===== src/rtl/fpga_bus_pkg.sv =====
// fpga_bus_pkg: shared FSM state type and counter width helpers for fpga_bus_ctrl
package fpga_bus_pkg;
  typedef enum logic [2:0] {IDLE, ADDR, WDATA, WRESP, RDATA, DONE} state_t;
  function automatic int beat_w(input int beats);
    return beats > 1 ? $clog2(beats) : 1;
  endfunction
  function automatic int tmo_w(input int timeout);
    return timeout > 1 ? $clog2(timeout) : 1;
  endfunction
endpackage


===== src/rtl/fpga_bus_ctrl.sv =====
// fpga_bus_ctrl: line request to multiplexed address/data memory bus controller
// upstream: req_* accepts a line read/write, rsp_* returns a one-cycle completion with data/error
// memory side: *_c_to_m drive address/write beats with phase qualifiers, *_m_to_c return read beats/response
module fpga_bus_ctrl
  import fpga_bus_pkg::*;
#(
  parameter int ADDRESS_DATA_WIDTH = 32,
  parameter int BEATS = 4,
  parameter int TIMEOUT = 1024
) (
  input  logic                                clk,
  input  logic                                rst,
  input  logic                                req_valid,
  output logic                                req_ready,
  input  logic                                req_write,
  input  logic [ADDRESS_DATA_WIDTH-1:0]       req_addr,
  input  logic [BEATS*ADDRESS_DATA_WIDTH-1:0] req_wdata,
  output logic                                rsp_valid,
  output logic [BEATS*ADDRESS_DATA_WIDTH-1:0] rsp_rdata,
  output logic                                rsp_error,
  output logic [ADDRESS_DATA_WIDTH-1:0]       address_data_bus_c_to_m,
  output logic                                address_on_c_to_m,
  output logic                                data_on_c_to_m,
  output logic                                read_en_c_to_m,
  output logic                                write_en_c_to_m,
  input  logic [ADDRESS_DATA_WIDTH-1:0]       address_data_bus_m_to_c,
  input  logic                                resp_m_to_c
);
  localparam int W = ADDRESS_DATA_WIDTH;
  localparam int LW = BEATS * W;
  localparam int BW = beat_w(BEATS);
  localparam int TW = tmo_w(TIMEOUT);
  state_t state, nxt;
  logic [W-1:0] addr_q;
  logic [LW-1:0] wdata_q, rbuf, rbuf_d;
  logic write_q, err_q, last, tmo;
  logic [BW-1:0] beat;
  logic [TW-1:0] tcnt;
  assign last = beat == BW'(BEATS - 1);
  assign tmo = tcnt == TW'(TIMEOUT - 1);
  always_comb begin
    nxt = state;
    rbuf_d = rbuf;
    case (state)
      IDLE:  nxt = req_valid ? ADDR : IDLE;
      ADDR:  nxt = write_q ? WDATA : RDATA;
      WDATA: nxt = last ? WRESP : WDATA;
      WRESP: nxt = (resp_m_to_c || tmo) ? DONE : WRESP;
      RDATA: begin
        if (resp_m_to_c) rbuf_d[beat*W +: W] = address_data_bus_m_to_c;
        nxt = ((resp_m_to_c && last) || (!resp_m_to_c && tmo)) ? DONE : RDATA;
      end
      default: nxt = IDLE;
    endcase
  end
  always_comb begin
    req_ready = rst && state == IDLE;
    rsp_valid = state == DONE;
    rsp_error = state == DONE && err_q;
    address_on_c_to_m = state == ADDR;
    data_on_c_to_m = state == WDATA;
    read_en_c_to_m = (state == ADDR && !write_q) || state == RDATA;
    write_en_c_to_m = (state == ADDR && write_q) || state == WDATA;
    address_data_bus_c_to_m = state == ADDR ? addr_q : state == WDATA ? wdata_q[beat*W +: W] : '0;
  end
  always_ff @(posedge clk or negedge rst) begin
    if (!rst) begin
      state <= IDLE;
      addr_q <= '0;
      wdata_q <= '0;
      write_q <= 1'b0;
      err_q <= 1'b0;
      beat <= '0;
      tcnt <= '0;
      rbuf <= '0;
      rsp_rdata <= '0;
    end else begin
      state <= nxt;
      rbuf <= rbuf_d;
      if (state == IDLE && req_valid) begin
        addr_q <= req_addr;
        write_q <= req_write;
        wdata_q <= req_wdata;
        err_q <= 1'b0;
        if (!req_write) rbuf <= '0;
      end
      beat <= state == ADDR ? '0 : (state == WDATA || (state == RDATA && resp_m_to_c)) ? beat + 1'b1 : beat;
      tcnt <= (state == WRESP || (state == RDATA && !resp_m_to_c)) ? tcnt + 1'b1 : '0;
      if ((state == WRESP || state == RDATA) && !resp_m_to_c && tmo) err_q <= 1'b1;
      if (state == RDATA && nxt == DONE) rsp_rdata <= rbuf_d;
    end
  end
endmodule

===== config.mk =====
export PLATFORM = sky130hd
export DESIGN_NAME = fpga_bus_ctrl
export DESIGN_NICKNAME = d
export VERILOG_FILES = /design/src/rtl/fpga_bus_pkg.sv /design/src/rtl/fpga_bus_ctrl.sv
export SDC_FILE = /design/constraint.sdc
export NUM_CORES = 1
export LEC_CHECK = 0
export ABC_AREA = 1
export CAP_MARGIN = 40
export CORE_ASPECT_RATIO = 1.1
export CORE_UTILIZATION = 53
export CTS_CLUSTER_DIAMETER = 120
export CTS_CLUSTER_SIZE = 20
export DETAILED_ROUTE_END_ITERATION = 10
export PLACE_DENSITY_LB_ADDON = 0.12
export SLEW_MARGIN = 5
export SYNTH_ARGS = -nofsm -noshare
export SYNTH_HDL_FRONTEND = slang
export SYNTH_SLANG_ARGS = --single-unit

===== constraint.sdc =====
create_clock -name clk -period 2.8 [get_ports clk]
set_input_delay 0.28 -clock clk [delete_from_list [all_inputs] [get_ports clk]]
set_output_delay 0.28 -clock clk [all_outputs]
set_load 0.02 [all_outputs]

==> impl_results.md, run 1 <==
- Count of port buffers added during placement: 363
- Category of cells accounting for the largest share of critical-path delay: buffers and inverters
- Number of design rule violations left after detail routing: 0
- Antenna diode count: 0
- Uppermost layer routed: met5
- Routed metal-1 wirelength: 21600 um
- Critical path required time: 2520 ps
- Most numerous cell types in the synthesized netlist: sky130_fd_sc_hd__nand2_1 (1305), sky130_fd_sc_hd__dfrtp_1 (433), sky130_fd_sc_hd__nand3_1 (169)
- Synth unique cells: 30
- Clock-pin slew reported for the worst setup and hold paths after clock tree synthesis: ~90 ps
- Clock Skew: 20.5 ps
- Clock tree from TritonCTS: done
- Crit-path slowest cell: sky130_fd_sc_hd__clkdlybuf4s50_1
- Setup Slack @ Placement: 454 ps
- Prevailing post-synth register cell: sky130_fd_sc_hd__dfrtp_1
- Share of post-route cells with drive strength above 1: 0.0342
- Overall track demand over capacity in global routing: 0.293
- Synth async-reset ratio: 1.00
- Ordered cell list for the critical path: inv_2 > nand2_1 > nor2_4 > buf_4 > nand3_1 > nand2_1 > clkdlybuf4s50_1
- Clock buffer depth: 3
- Post-Synthesis Cells: 2495
- Area growth from synthesis to layout: 24.8%
- Max-capacitance violation count: 0
- Setup Total Neg Slack: 0 ps
- Sink count of the clock tree: around 430
- Total vias in the final route: approximately 17000
- Setup-violating endpoint count in the final report: 0
- Antenna-violating nets left: 0
- Buffer and inverter count on the worst path: 3
- Met3 wirelength from detailed routing: 3790 um
- Synthesis warning total: 0
- Total routed wirelength: 53300 um
- TritonCTS buffer count: 25
- Most instantiated library cell after synthesis: sky130_fd_sc_hd__nand2_1
- Count of final max-slew check failures: 0
- FP Rows: 73
- Top cell by count, worst path: sky130_fd_sc_hd__nand2_1
- Amount of wire on met2 after detailed routing: 25600 um
- Flops & latches, synth: around 430
- Maximum number of pins on one net before global-route repair: 179
- Final GP Congestion: 0.902
- Leading post-synthesis cells by cell area: sky130_fd_sc_hd__dfrtp_1 (56%), sky130_fd_sc_hd__nand2_1 (25%), sky130_fd_sc_hd__nand3_1 (4.3%)
- Post-detailed-placement half-perimeter wirelength: 35900 um
- Clock insertion delay at the later pin of the skew report: 570 ps
- Number of detailed-route iterations in the first pass: 5
- Initial antenna violation count: 2
- Final critical-path required period: 2690 ps
- Count of flip-flops with a built-in enable after synthesis: 0
- Wire length of the first global-routing pass: 86900 um
- Power per Cell Area: 796 nW/um2
- Worst-path maximum fanout: 10
- Core box area: approximately 36000 um2
- Seq/Total Area, Yosys: 0.557
- Routed vias/inst: 5.17
- Worst Hold Slack: 158 ps
- VDD IR-drop max: 0.645 mV
- Type of the worst min-delay path: in -> async
- Synthesized cell area: 19500 um2
- CP Launch Type: flip-flop
- Tightest Pin Transition: 976 ps
- Outcome: finished clean
- Post-Syn Area per Cell: 7.80 um2
- Total Die Area: roughly 37000 um2
- Final worst slack: 105 ps
- Relative slew slack: 0.349
- H-Tree Depth: 1
- Fraction of synthesized cell area taken by the top area cell type: 0.557
- Fmax: 371 MHz
- Synth Net Count: roughly 2700
- Post-route fraction of the period consumed by the critical path: 0.962
- Via count of the first global-routing pass: around 17000
- Category of the worst setup path capture point: output port
- Static Leakage: 0.0125 uW
- Floorplan die height: 203 um
- Count of endpoints failing hold in the final timing report: 0
- Number of top-level design ports: 364
- Cell at the root of the clock tree: sky130_fd_sc_hd__clkbuf_16
- Post-layout net count: between 2000 and 3000
- Die span in x: between 150 and 200 um
- Iteration-0 DRC count of the detailed router: roughly 1200
- Routed wire length per instance: between 15 and 20 um
- WP data arrival: 2410 ps
- Effective utilization at floorplan: 0.538
- Post-synthesis cell type with the largest combined area: sky130_fd_sc_hd__dfrtp_1
- Kind of critical path: reg -> out
- GR Overflow Total: 0
- Worst path max stage delay: approximately 600 ps
- R2R Setup Slk: 550 ps
-- report_power, final --
| part | total [uW] | switching [uW] | leakage [uW] | internal, uW |
|---|---|---|---|---|
| sequential | 8370 | 781 | 0.00578 | 7590 |
| clock | 3620 | 2020 | 0.000318 | 1610 |
| combinational | 7350 | 4700 | 0.00639 | 2650 |
| total | 19300 | 7500 | 0.0125 | 11800 |
-- state kept, by name (all words and copies together), names as in the netlist --
register,flops
err_q,1
rsp_rdata,128
rbuf,128
beat,2
state,3
write_q,1
tcnt,10
wdata_q,128
addr_q,32
-- area by class of cell --
cell class | instances | area, um2
multi-input combinational | 1789 | 7410
clock inverter | 2 | 17.5
clock buffer | 26 | 629
fill | 3144 | 11900
sequential | 433 | 10800
timing repair buffer | 406 | 4310
tap | 487 | 609
inverter | 123 | 469
-- routing by layer --
| layer | vias to the layer above | track usage |
|---|---|---|
| li1 | 8185 | - |
| met1 | 7957 | 0.377 |
| met2 | 634 | 0.489 |
| met3 | 108 | 0.0470 |
| met4 | 4 | 0.128 |
| met5 | - | 0 |
-- placed cells by master (no fill, tap or decap), types with 6 or more instances in the layout --
| cell type | netlist | final |
|---|---|---|
| sky130_fd_sc_hd__nand2_1 | 1305 | 1304 |
| sky130_fd_sc_hd__buf_12 | 0 | 24 |
| sky130_fd_sc_hd__inv_1 | 116 | 115 |
| sky130_fd_sc_hd__o21ai_1 | 39 | 39 |
| sky130_fd_sc_hd__dlymetal6s2s_1 | 0 | 10 |
| sky130_fd_sc_hd__nor2_1 | 111 | 109 |
| sky130_fd_sc_hd__buf_4 | 43 | 17 |
| sky130_fd_sc_hd__a21oi_1 | 41 | 40 |
| sky130_fd_sc_hd__clkdlybuf4s50_1 | 0 | 352 |
| sky130_fd_sc_hd__nand3_1 | 169 | 169 |
| sky130_fd_sc_hd__ha_1 | 6 | 6 |
| sky130_fd_sc_hd__clkbuf_16 | 0 | 25 |
| sky130_fd_sc_hd__dfrtp_1 | 433 | 430 |
| sky130_fd_sc_hd__o21ai_0 | 64 | 64 |
| sky130_fd_sc_hd__nor2b_1 | 32 | 32 |
-- path summary, 6_finish.rpt --
kind,from,to,depth (start not counted)
worst max-delay path,state[2]$_DFF_PN0_,address_data_bus_c_to_m[21],7
worst min-delay path,rst,rsp_rdata[60]$_DFFE_PN0P_,2
worst max register to register,beat[1]$_DFFE_PN0P_,rsp_rdata[46]$_DFFE_PN0P_,7
worst min register to register,tcnt[0]$_DFF_PN0_,tcnt[0]$_DFF_PN0_,1
max in group asynchronous,rst,rbuf[109]$_DFF_PN0_,3
min in group clk,req_addr[9],addr_q[9]$_DFFE_PN0P_,3
-- metrics by stage --
step | power (uW) | instances | area [um2] | util
detailed placement | 15700 | 3237 | 23600 | 0.652
floorplan | 13000 | 2495 | 19500 | -
finish | 19300 | 3266 | 24300 | 0.671
CTS | 19400 | 3266 | 24200 | 0.670
global placement | 15600 | 3236 | 23500 | 0.651
global route | 20600 | 3266 | 24300 | 0.671
-- cells by family after synthesis --
| logic type | count (synthesis) | share of synthesized area |
|---|---|---|
| adder cells (fa/ha/maj) | 6 | 0.00386 |
| AO/OA/AOI/OAI | 148 | 0.0387 |
| AND/OR/NAND/NOR | 1635 | 0.336 |
| flip-flops | 433 | 0.557 |
| buffers and inverters | 273 | 0.0645 |
-- timing repair --
item | CTS | global route
endpoints found under the setup margin | 34 | 25
hold buffers | 1 | 0
cloned | 0 | 0
setup buffers | 0 | 0
gates resized for setup | 8 | 14
hold endpoints to repair | 42 | 0
Note: power is estimated with default switching activity, not from simulation.
==> inputs of run 2 (changes only) <==
- CTS_CLUSTER_SIZE: 20 -> 14
==> run 2 against run 1 <==
Effect of this change: utilization up 0.78 points; hold slack better by 32 ps; clock-buffer cell count rose by 13; register-to-register slack about the same; global-route usage increased by 0.39 points; sequential power hardly changed; sequential share of layout area shrank 0.51 points; largest power group unchanged; final cell count is 0.40% higher; die area stayed put; fmax about the same; highest routed layer is now met4; non-clock buffer count is the same; routed wire length grew 0.95%.
==> impl_results.md, run 2 (synthesis results as in run 1) <==
- Share of total power in the clock network: 0.224
- Cell at the root of the clock tree: sky130_fd_sc_hd__clkbuf_16
- Number of detailed-route iterations in the first pass: 6
- Clock Skew: around 13 ps
- Via count of the first global-routing pass: 16900
- Final critical-path required period: around 2700 ps
- Sink count of the clock tree: 433
- Count of final max-slew check failures: 0
- Number of design rule violations left after detail routing: 0
- Ordered cell list for the critical path: inv_2 > nand2_1 > nor2_4 > buf_12 > nand3_1 > nand2_1 > clkdlybuf4s50_1
- Number of top-level design ports: about 360
- Outcome: finished clean
- Flop pwr share: 0.413
- Total routed wirelength: 53900 um
- Die span in x: 185 um
- Share of post-route cells with drive strength above 1: 0.0383
- Top library cells by usage in the layout, fill and taps aside: sky130_fd_sc_hd__nand2_1 (1304), sky130_fd_sc_hd__dfrtp_1 (430), sky130_fd_sc_hd__clkdlybuf4s50_1 (359)
- Worst-path maximum fanout: 25
- Wire length of the first global-routing pass: around 88000 um
- Kind of critical path: reg -> out
- Clock insertion delay at the later pin of the skew report: 540 ps
- Routed metal-1 wirelength: 22000 um
- TritonCTS buffer count: 36
- Critical register-to-register path startpoint: beat[1]$_DFFE_PN0P_
- Count of endpoints failing hold in the final timing report: 0
- Routed vias/inst: 5.16
- WP data arrival: roughly 2400 ps
- Type of the worst min-delay path: in -> async
- Final worst slack: about 110 ps
- Tightest Pin Transition: 967 ps
- Commonest non-fill, non-tap cell in the layout: sky130_fd_sc_hd__nand2_1
- Capture instance of the worst register-to-register path: rsp_rdata[46]$_DFFE_PN0P_
- Iteration-0 DRC count of the detailed router: 1326
- Crit-path slowest cell: sky130_fd_sc_hd__clkdlybuf4s50_1
- Total vias in the final route: ~17000
- Net load switching power: 7690 uW
- Relative slew slack: 0.355
- Initial antenna violation count: 0
- Core box area: 36200 um2
- Top cell by count, worst path: sky130_fd_sc_hd__nand2_1
- Effective utilization at floorplan: 0.538
- Category of the worst setup path capture point: output port
- Routed wire length per instance: 16.4 um
- Post-route fraction of the period consumed by the critical path: 0.962
- Clock-pin slew reported for the worst setup and hold paths after clock tree synthesis: 70 ps
- CP Launch Type: flip-flop
- Total Die Area: between 30000 and 40000 um2
- Switching share of power: 0.379
- GR Overflow Total: 0
- Max-capacitance violation count: 0
- Clock buffer depth: 3
- FP Rows: between 70 and 80
- Largest registers ranked by flip-flop count: rbuf: 128 flops, rsp_rdata: 128 flops, wdata_q: 128 flops
- Power share of the combinational group: 0.363
- R2R Setup Slk: about 560 ps
- Setup Slack @ Placement: 454 ps
- Amount of wire on met2 after detailed routing: about 26000 um
- Post-detailed-placement half-perimeter wirelength: 35900 um
- Count of port buffers added during placement: 363
- Met3 wirelength from detailed routing: 4090 um
- Floorplan die height: 203 um
- Category of cells accounting for the largest share of critical-path delay: buffers and inverters
- Uppermost layer routed: met4
- Count of placed standard cells including taps: approximately 3200
- Setup-violating endpoint count in the final report: 0
- VDD IR-drop max: 0.719 mV
- Number of setup buffers added after CTS: 0
- Area growth from synthesis to layout: 26.3%
- Antenna diode count: 0
- Unrepaired setup endpoints after global routing: false
- Fmax: 371 MHz
- Post-layout net count: 2992
- Maximum number of pins on one net before global-route repair: 179
- Depth of the worst register-to-register path: 7
- Final std cells w/o fill: 3279
- Setup Total Neg Slack: 0 ps
- Worst path max stage delay: 600 ps
- Setup crit start: state[2]$_DFF_PN0_
- H-Tree Depth: 2
- Overall track demand over capacity in global routing: 0.297
- Critical path required time: 2520 ps
- Static Leakage: 0.0125 uW
- Buffer and inverter count on the worst path: 3
- Final GP Congestion: 0.902
- Clock tree from TritonCTS: done
- Int Pwr: 12600 uW
- Antenna-violating nets left: 0
- Power per Cell Area: 826 nW/um2
-- run 2: cell count changes in the layout (fill, tap and decap cells not counted), sizes merged --
| cell | delta |
|---|---|
| clkbuf | +13 |
| dlymetal6s2s | -7 |
| clkdlybuf4s50 | +7 |
-- run 2: final cells by class --
cell class / instances / area [um2]
clock buffer: 39 / 933
clock inverter: 2 / 17.5
fill: 3090 / 11600
inverter: 123 / 469
multi-input combinational: 1789 / 7410
sequential: 433 / 10800
tap: 487 / 609
timing repair buffer: 406 / 4290
-- run 2: per-stage QoR --
step | cell area, um2 | utilization | hold slack (ps) | total power (uW)
after floorplan | 19500 | - | -15.6 | 13000
after global placement | 23500 | 0.651 | 114 | 15600
after detailed placement | 23600 | 0.652 | 114 | 15700
after CTS | 24500 | 0.679 | 172 | 20400
after global routing | 24600 | 0.679 | 186 | 21500
final | 24600 | 0.679 | 190 | 20300
-- run 2: worst max-delay path by stage --
stage / endpoint / cells after the start
floorplan: rbuf[83]$_DFF_PN0_ / 12
global placement: address_data_bus_c_to_m[1] / 7
detailed placement: write_en_c_to_m / 6
CTS: write_en_c_to_m / 7
global route: address_data_bus_c_to_m[26] / 7
finish: address_data_bus_c_to_m[2] / 7
-- run 2: power groups by stage --
stage	Combinational [uW]	Clock [uW]	Sequential, uW
final	7380	4540	8390
after global placement	7170	0	8420
after detailed placement	7300	0	8440
after floorplan	4620	0	8350
after CTS	7370	4630	8360
after global routing	8170	4860	8520
-- run 2: worst reg2reg max path: stages (launching register included) --
cell and delay [ps]:
sky130_fd_sc_hd__dfrtp_1 350, sky130_fd_sc_hd__buf_4 430, sky130_fd_sc_hd__ha_1 370, sky130_fd_sc_hd__o21ai_2 110, sky130_fd_sc_hd__a21oi_4 430, sky130_fd_sc_hd__buf_12 270, sky130_fd_sc_hd__nand2_1 120, sky130_fd_sc_hd__nand2_1 90
-- run 2: routing by layer --
metal / up-vias / track usage
met2: 626 / 0.493
met4: 0 / 0.120
li1: 8200 / -
met5: - / 0
met3: 103 / 0.0545
met1: 8006 / 0.383
-- run 2: timing repair --
item / CTS / global route
setup endpoints to repair: 34 / 12
hold buffers: 1 / 0
hold endpoints to repair: 42 / 0
gates resized for setup: 7 / 7
==> inputs of run 3 (changes only) <==
- CORE_UTILIZATION: 53 -> 30
- GPL_TIMING_DRIVEN: unset -> 0
==> run 3 against run 2 <==
Effect of this change: clock-buffer cell count unchanged; global-route usage down 8.6 points; largest cell class unchanged; largest power group unchanged; power up 2.9%; setup slack better by 15 ps; via count up 1.8%; final area up 3.7%; clock skew up 5.9 ps; routed wire length up 29%; non-clock buffer count up 121; highest routed layer is now met5.
==> impl_results.md, run 3 (synthesis results as in run 1) <==
- Count of final max-slew check failures: 0
- Final core utilization: 0.399
- Antenna-violating nets left: 0
- GR Overflow Total: 0
- Fmax: 373 MHz
- Post-route cell area: between 20000 and 30000 um2
- Tightest Pin Transition: around 650 ps
- Worst Hold Slack: 249 ps
- Die span in x: 245 um
- Crit-path slowest cell: sky130_fd_sc_hd__dfrtp_1
- Cell at the root of the clock tree: sky130_fd_sc_hd__clkbuf_16
- Worst-path maximum fanout: 10
- Post-layout net count: 3113
- Iteration-0 DRC count of the detailed router: 1068
- Clock tree from TritonCTS: done
- Setup Slack @ Placement: -833 ps
- Final GP Congestion: 0.833
- Final critical-path required period: about 2700 ps
- Largest registers ranked by flip-flop count: rbuf: 128 flops, rsp_rdata: 128 flops, wdata_q: 128 flops
- WP data arrival: 2400 ps
- Count of port buffers added during placement: 362
- Number of detailed-route iterations in the first pass: 6
- Sink count of the clock tree: 433
- Clock Skew: 19.4 ps
- Number of top-level design ports: 364
- Category of the worst setup path capture point: output port
- Setup-violating endpoint count in the final report: 0
- Via count of the first global-routing pass: 17600
- Relative slew slack: 0.564
- FP Rows: 97
- TritonCTS buffer count: 36
- Number of fill cells: 6589
- Post-route fraction of the period consumed by the critical path: 0.957
- Clock insertion delay at the later pin of the skew report: between 500 and 600 ps
- Core box area: 64000 um2
- Outcome: finished clean
- Total vias in the final route: 17200
- Overall track demand over capacity in global routing: 0.211
- Count of endpoints failing hold in the final timing report: 0
- Top library cells by usage in the layout, fill and taps aside: sky130_fd_sc_hd__nand2_1 (1305), sky130_fd_sc_hd__dfrtp_1 (433), sky130_fd_sc_hd__clkdlybuf4s50_1 (326)
- Max-capacitance violation count: 0
- Routed wire length per instance: around 18 um
- Final Power: ~21000 uW
- Worst path max stage delay: approximately 360 ps
- Initial antenna violation count: 11
- Number of design rule violations left after detail routing: 0
- Placement Cell Area: 24200 um2
- Effective utilization at floorplan: 0.304
- Kind of critical path: reg -> out
- Routed vias/inst: 4.59
- Clock buffer depth: 3
- Maximum number of pins on one net before global-route repair: 113
- Total Die Area: 65900 um2
- CP Launch Type: flip-flop
- Type of the worst min-delay path: in -> reg
- Commonest non-fill, non-tap cell in the layout: sky130_fd_sc_hd__nand2_1
- Static Leakage: 0.0130 uW
- VDD IR-drop max: ~0.43 mV
- Critical path required time: 2520 ps
- Total routed wirelength: ~69000 um
- Wire length of the first global-routing pass: ~110000 um
- Share of post-route cells with drive strength above 1: 0.0745
- Final worst slack: 120 ps
- Clock-pin slew reported for the worst setup and hold paths after clock tree synthesis: 70 ps
- Power per Cell Area: 820 nW/um2
- Post-detailed-placement half-perimeter wirelength: 52100 um
- Ordered cell list for the critical path: buf_4 > clkinvlp_4 > nand2_1 > nor2_4 > buf_4 > buf_6 > nand3_1 > nand2_1 > dlygate4sd2_1
- H-Tree Depth: 2
- Area growth from synthesis to layout: 31.0%
- Floorplan die height: 269 um
## run 3: worst paths after layout
| check | slack (ps) | from | cells past startpoint | endpoint |
|---|---|---|---|---|
| worst max register to register | 150 | beat[1]$_DFFE_PN0P_ | 12 | rbuf[93]$_DFF_PN0_ |
| worst min register to register | 470 | tcnt[0]$_DFF_PN0_ | 1 | tcnt[0]$_DFF_PN0_ |
| min in group asynchronous | 370 | rst | 3 | rsp_rdata[37]$_DFFE_PN0P_ |
| worst max-delay path | 120 | state[2]$_DFF_PN0_ | 9 | address_data_bus_c_to_m[19] |
| max in group asynchronous | 1300 | rst | 5 | rsp_rdata[110]$_DFFE_PN0P_ |
| worst min-delay path | 250 | req_addr[12] | 3 | addr_q[12]$_DFFE_PN0P_ |
## run 3: metrics by stage
stage                     setup TNS [ps]  cells
after global placement          -8118170   3698
after global routing               -16.2   3753
after floorplan                        0   2495
after CTS                           -357   3750
final                                  0   3755
after detailed placement         -118300   3702
## run 3: area by class of cell
class	count	area, um2	area share
plain buffers	150	903	0.0354
well taps	841	1050	0.0413
repair buffers	377	3840	0.151
inverters	123	480	0.0189
diodes	2	5.00	0.000196
clock buffers	39	955	0.0375
clock inverters	1	16.3	0.000638
flip-flops and latches	433	10800	0.425
multi-input cells	1789	7400	0.290
## run 3: repair_timing
action	CTS	global route
hold endpoints to repair	86	0
gates cloned	1	0
setup buffers	2	3
setup endpoints to repair	289	160
pin swaps	1	1
gates resized for setup	95	62
hold buffers	5	0
## run 3: critical path, delay by kind of cell, from the launching register on
| family | cells | cell delay [ps] |
|---|---|---|
| buffers and inverters | 5 | 950 |
| flip-flops | 1 | 360 |
| AND/OR/NAND/NOR | 4 | 510 |
## run 3: where the power goes
group          switching [uW]  internal (uW)
sequential                735           7590
combinational            5160           2690
clock                    2320           2410
## run 3: layer usage
| metal | vias up | wire length [um] | global-route usage |
|---|---|---|---|
| li1 | 8467 | - | - |
| met1 | 8244 | 28900 | 0.260 |
| met2 | 425 | 34200 | 0.369 |
| met3 | 84 | 4470 | 0.0509 |
| met4 | 18 | 1560 | 0.0542 |
| met5 | - | 114 | 0 |
